`src/rtl/rps_pkg.sv`:
```
// Shared symbol/result encodings and the judging rule for the rock-paper-scissors
// round datapath.
package rps_pkg;

  typedef logic [1:0] sym_t;
  typedef logic [1:0] res_t;

  localparam sym_t ROCK        = 2'd0;
  localparam sym_t PAPER       = 2'd1;
  localparam sym_t SCISSORS    = 2'd2;
  localparam sym_t SYM_INVALID = 2'd3;

  localparam res_t RES_NONE = 2'd0;
  localparam res_t RES_WIN  = 2'd1;
  localparam res_t RES_LOSE = 2'd2;
  localparam res_t RES_DRAW = 2'd3;

  // Outcome from the player's point of view (u = player, c = CPU hand).
  function automatic res_t rps_judge(input sym_t u, input sym_t c);
    res_t r;
    if (u == c) begin
      r = RES_DRAW;
    end else if ((u == PAPER    && c == ROCK)  ||
                 (u == SCISSORS && c == PAPER) ||
                 (u == ROCK     && c == SCISSORS)) begin
      r = RES_WIN;
    end else begin
      r = RES_LOSE;
    end
    return r;
  endfunction

endpackage

```
`src/rtl/rps_reel.sv`:
```
// One CPU symbol reel: a mod-3 counter that steps only on divider ticks while
// its load strobe is high, and freezes otherwise.
module rps_reel
  import rps_pkg::*;
(
  input  logic       clk,
  input  logic       resetn,
  input  logic       en,
  input  logic       adv,
  output logic [1:0] sym
);

  always_ff @(posedge clk) begin
    if (!resetn) begin
      sym <= ROCK;
    end else if (en && adv) begin
      sym <= (sym == SCISSORS) ? ROCK : sym + 2'd1;
    end
  end

endmodule

```
`src/rtl/rps_round_judge.sv`:
```
// Round datapath: spins two CPU reels, captures the player's choice and, when
// the user-load phase ends, judges both hands and updates saturating scores.
module rps_round_judge
  import rps_pkg::*;
#(
  parameter int SPIN_DIV = 4,
  parameter int SCORE_W  = 4
) (
  input  logic               clk,
  input  logic               resetn,
  input  logic               ld_left,
  input  logic               ld_right,
  input  logic               ld_user,
  input  logic [1:0]         user_sel,
  output logic [1:0]         left_sym,
  output logic [1:0]         right_sym,
  output logic [1:0]         user_sym,
  output logic [1:0]         res_left,
  output logic [1:0]         res_right,
  output logic               result_valid,
  output logic [SCORE_W-1:0] user_score,
  output logic [SCORE_W-1:0] cpu_score
);

  localparam int DIV_W = (SPIN_DIV > 2) ? $clog2(SPIN_DIV) : 1;
  localparam logic [DIV_W-1:0] DIV_LAST  = DIV_W'(SPIN_DIV - 1);
  localparam logic [SCORE_W:0] SCORE_MAX = {1'b0, {SCORE_W{1'b1}}};

  logic [DIV_W-1:0] div;
  logic             adv;
  logic             ld_user_q;
  logic             fire;
  res_t             judge_l;
  res_t             judge_r;
  logic [1:0]       win_cnt;
  logic [1:0]       lose_cnt;
  logic [SCORE_W:0] user_sum;
  logic [SCORE_W:0] cpu_sum;
  logic [SCORE_W:0] user_next;
  logic [SCORE_W:0] cpu_next;

  // Free-running spin divider; adv marks the last count of each period.
  assign adv = (div == DIV_LAST);

  always_ff @(posedge clk) begin
    if (!resetn) begin
      div <= '0;
    end else if (adv) begin
      div <= '0;
    end else begin
      div <= div + DIV_W'(1);
    end
  end

  rps_reel u_reel_left (
    .clk    (clk),
    .resetn (resetn),
    .en     (ld_left),
    .adv    (adv),
    .sym    (left_sym)
  );

  rps_reel u_reel_right (
    .clk    (clk),
    .resetn (resetn),
    .en     (ld_right),
    .adv    (adv),
    .sym    (right_sym)
  );

  // The invalid switch code never overwrites a previously captured choice.
  always_ff @(posedge clk) begin
    if (!resetn) begin
      user_sym <= ROCK;
    end else if (ld_user && (user_sel != SYM_INVALID)) begin
      user_sym <= user_sel;
    end
  end

  always_ff @(posedge clk) begin
    if (!resetn) begin
      ld_user_q <= 1'b0;
    end else begin
      ld_user_q <= ld_user;
    end
  end

  assign fire = ld_user_q & ~ld_user;

  always_comb begin
    judge_l   = rps_judge(user_sym, left_sym);
    judge_r   = rps_judge(user_sym, right_sym);
    win_cnt   = {1'b0, (judge_l == RES_WIN)}  + {1'b0, (judge_r == RES_WIN)};
    lose_cnt  = {1'b0, (judge_l == RES_LOSE)} + {1'b0, (judge_r == RES_LOSE)};
    user_sum  = {1'b0, user_score} + (SCORE_W+1)'(win_cnt);
    cpu_sum   = {1'b0, cpu_score}  + (SCORE_W+1)'(lose_cnt);
    user_next = (user_sum > SCORE_MAX) ? SCORE_MAX : user_sum;
    cpu_next  = (cpu_sum  > SCORE_MAX) ? SCORE_MAX : cpu_sum;
  end

  // result_valid is a one-cycle strobe with no back-pressure: the display stage
  // must take res_* and the scores on the cycle it is high (they also hold after).
  always_ff @(posedge clk) begin
    if (!resetn) begin
      res_left     <= RES_NONE;
      res_right    <= RES_NONE;
      result_valid <= 1'b0;
      user_score   <= '0;
      cpu_score    <= '0;
    end else begin
      result_valid <= fire;
      if (fire) begin
        res_left   <= judge_l;
        res_right  <= judge_r;
        user_score <= user_next[SCORE_W-1:0];
        cpu_score  <= cpu_next[SCORE_W-1:0];
      end
    end
  end

endmodule

```
`config.mk`:
```
export PLATFORM = sky130hd
export DESIGN_NAME = rps_round_judge
export DESIGN_NICKNAME = d
export VERILOG_FILES = /design/src/rtl/rps_pkg.sv /design/src/rtl/rps_reel.sv /design/src/rtl/rps_round_judge.sv
export SDC_FILE = /design/constraint.sdc
export NUM_CORES = 1
export LEC_CHECK = 0
export CAP_MARGIN = 30
export CORE_MARGIN = 3
export CORE_UTILIZATION = 31
export DETAILED_ROUTE_END_ITERATION = 16
export GPL_TIMING_DRIVEN = 1
export HOLD_SLACK_MARGIN = 0.02
export PLACE_DENSITY_LB_ADDON = 0.25
export SYNTH_ARGS = -nofsm -noshare
export SYNTH_HDL_FRONTEND = slang
export SYNTH_SLANG_ARGS = --single-unit
export TNS_END_PERCENT = 100
```
`constraint.sdc`:
```
create_clock -name clk -period 2.5 [get_ports clk]
set_input_delay 0.25 -clock clk [delete_from_list [all_inputs] [get_ports clk]]
set_output_delay 0.25 -clock clk [all_outputs]
set_load 0.05 [all_outputs]
```
==> flow_metrics.tcl <==
set metrics [dict create \
    power.density_nw_per_um2 567 \
    crit_fanout 13 \
    startpoint_type "flip-flop" \
    rsz0062_at_grt "false" \
    crit_slowest_cell "dfxtp_1" \
    yosys.area.top_type "dfxtp_1" \
    ff_latch_area_um2 440 \
    path_class "flip-flop to flip-flop" \
    dpl_cell_area_um2 1310 \
    clk_latency_ns 0.32 \
    clockBufferDepth 2 \
    ys_seq_area_frac 0.414 \
    slew_headroom 0.661 \
    tns_ns 0 \
    grt_pass1_vias 849 \
    r2r_slack_ns 0.31 \
    start_util 0.338 \
    cts_resized 0 \
    fp-row-count 20 \
    post-cts-setup-buffers 0 \
    min_path_type "flip-flop to flip-flop" \
    path_clk_slew_ns 0.13 \
    place_hpwl_mm 1.60 \
    diodes 0 \
    r2r_start "user_sym[1]" \
    synthTopCellsByCount "dfxtp_1, a21oi_1, nor3_1" \
    via_per_inst 4.86 \
    grt_pass1_wl_mm 3.62 \
    yosysMostFrequentCell "dfxtp_1" \
    cts_root_buffer "clkbuf_4" \
    required_ns 2.73 \
    worstPathCellList "or2b_2 > nor3_1 > or2_1 > fa_1 > ha_1 > nand3_1 > nand2_1 > o221a_2" \
    die_area_um2 4170 \
    synthArstFlopShare 0 \
    yosysWarningCount 0 \
    clock-skew-final_ns 0.0196 \
    drc 0 \
    totalWireLength_mm 2.11 \
    min_period_over_period 0.877 \
    first_pass_iters 4 \
    cts-htree-levels 1 \
    grt_max_degree 22 \
    arrival_ns 2.42 \
    fin_area_um2 1360 \
    ctsHoldBuffers 0 \
    avgSynthCellArea_um2 9.34 \
    setup.worst_path.end_class "flip-flop" \
    syn_nets 126 \
    synth_edf_count 0 \
    cpPeakStageDelay_ns 0.54 \
    die_w_um 64.6 \
    gp_congestion 0.776 \
    cts_made_buffers 3 \
    report.final.slew_viol_count 0 \
    antenna_left 0 \
    portBuffers 25 \
    totalPowerFinal_uw 774 \
    fin_crit_ns 2.19 \
    core_um2 3150 \
    hold_viol_final 0 \
    fmax_mhz 456 \
    netlist_area_um2 1060 \
    max_cap_violations 0 \
    cts_sinks 22 \
    synthesis.instances 114 \
    status "finished, final reports clean" \
    cts_tree "done" \
    worst_pin_slew_ns 0.506 \
    r2r_cells 8 \
    overflow 0 \
    synth_cell_types 28 \
    multi_input_area_um2 543 \
    synth_area_leaders "dfxtp_1, a21oi_1, o221a_2" \
    layout.nets 148 \
    setup_viol 0 \
    crit_end "user_score[1]" \
    r2r_end "user_score[1]" \
    final_core_util 0.433 \
    grt_usage 0.109 \
    chipHeight_um 64.6 \
    drive_above_1_share 0.0815 \
    antenna_found_initial 0 \
    avgRoutedWirePerCell_um 11.8 \
    num_vias 870 \
    place_inst 175 \
    post-synth-top-area-fraction 0.414 \
    drtIter0Drc 21 \
    io_pins 26 \
    ir_worst_vdd_v 0.000222 \
    fillers 332 \
    p_leak_nw 0.529 \
    worstSetupStartpoint "user_sym[1]" \
    synth_top_flop_cell "dfxtp_1" \
    fin_cells 179 \
    synth-seq-cells 22 \
    area_growth_pct 28.1 \
]
==> sequential cells by signal, indices dropped and copies added (netlist names) <==
signal,cells
u_reel_left.sym,2
ld_user_q,1
cpu_score,4
div,2
user_score,4
user_sym,2
u_reel_right.sym,2
res_left,2
result_valid,1
res_right,2
==> worst min path at each step <==
stage               slack (ns)         to  cells past startpoint    start
detailed placement        0.43     div[0]                      1   div[0]
global placement          0.42     div[0]                      1   div[0]
floorplan                 0.40  ld_user_q                      2  ld_user
global route              0.46     div[0]                      1   div[0]
finish                    0.44     div[0]                      1   div[0]
CTS                       0.45     div[0]                      1   div[0]
==> cell families after synthesis <==
group / synth area share
compound gates: 0.166
fa+ha+maj: 0.0729
flops: 0.414
mux: 0.0188
buf+inv: 0.0764
simple gates: 0.236
xor+xnor: 0.0165
==> per-stage QoR <==
step / worst slack [ns] / hold slack, ns
3_3_place_gp: 0.333 / 0.417
5_1_grt: 0.151 / 0.462
3_5_place_dp: 0.313 / 0.427
4_1_cts: 0.315 / 0.446
6_report: 0.307 / 0.443
2_1_floorplan: 0.118 / 0.401
==> area by class of cell <==
| class | instances | share of cell area |
|---|---|---|
| multi-input combinational | 79 | 0.398 |
| sequential | 22 | 0.323 |
| tap | 44 | 0.0404 |
| inverter | 4 | 0.0110 |
| clock buffer | 3 | 0.0165 |
| clock inverter | 1 | 0.0220 |
| timing repair buffer | 26 | 0.189 |
==> cells in the final DEF (no fill, tap or decap), types with 2 or more instances in the layout <==
cell type,Yosys,layout
a21oi_1,13,13
a311oi_1,2,2
and2b_1,2,2
and3_1,2,2
and4b_1,2,2
clkbuf_4,0,3
clkdlybuf4s50_1,0,25
dfxtp_1,22,22
fa_1,2,2
ha_1,3,3
inv_1,4,4
mux2i_1,2,2
nand2_1,7,7
nand3_1,4,4
nand3b_1,2,2
nor2_1,6,6
nor2b_1,3,3
nor3_1,8,8
nor3b_1,3,3
o21ai_0,4,4
o221a_2,5,5
o32ai_1,2,2
or2_1,2,2
or3b_1,2,2
xnor2_1,2,2
==> worst max-delay path: cells and delay by family, from the launching register on <==
family / cells / cell delay, ns
compound gates: 1 / 0.25
simple gates: 5 / 0.67
flops: 1 / 0.54
fa+ha+maj: 2 / 0.66
==> where the power goes <==
part / internal [mW] / leakage [nW] / total (mW) / switching [mW]
Combinational: 0.0499 / 0.322 / 0.122 / 0.0723
Sequential: 0.366 / 0.179 / 0.381 / 0.0150
Clock: 0.162 / 0.0279 / 0.270 / 0.108
Total: 0.578 / 0.529 / 0.774 / 0.195
==> routing by layer <==
layer | up-vias | GRT usage | routed length [um]
met1 | 403 | 0.125 | 1020
met2 | 14 | 0.192 | 981
met3 | 4 | 0.0243 | 80
li1 | 449 | - | -
met5 | - | 0 | 0
met4 | 0 | 0.0475 | 31
Note: power is estimated with default switching activity, not from simulation.
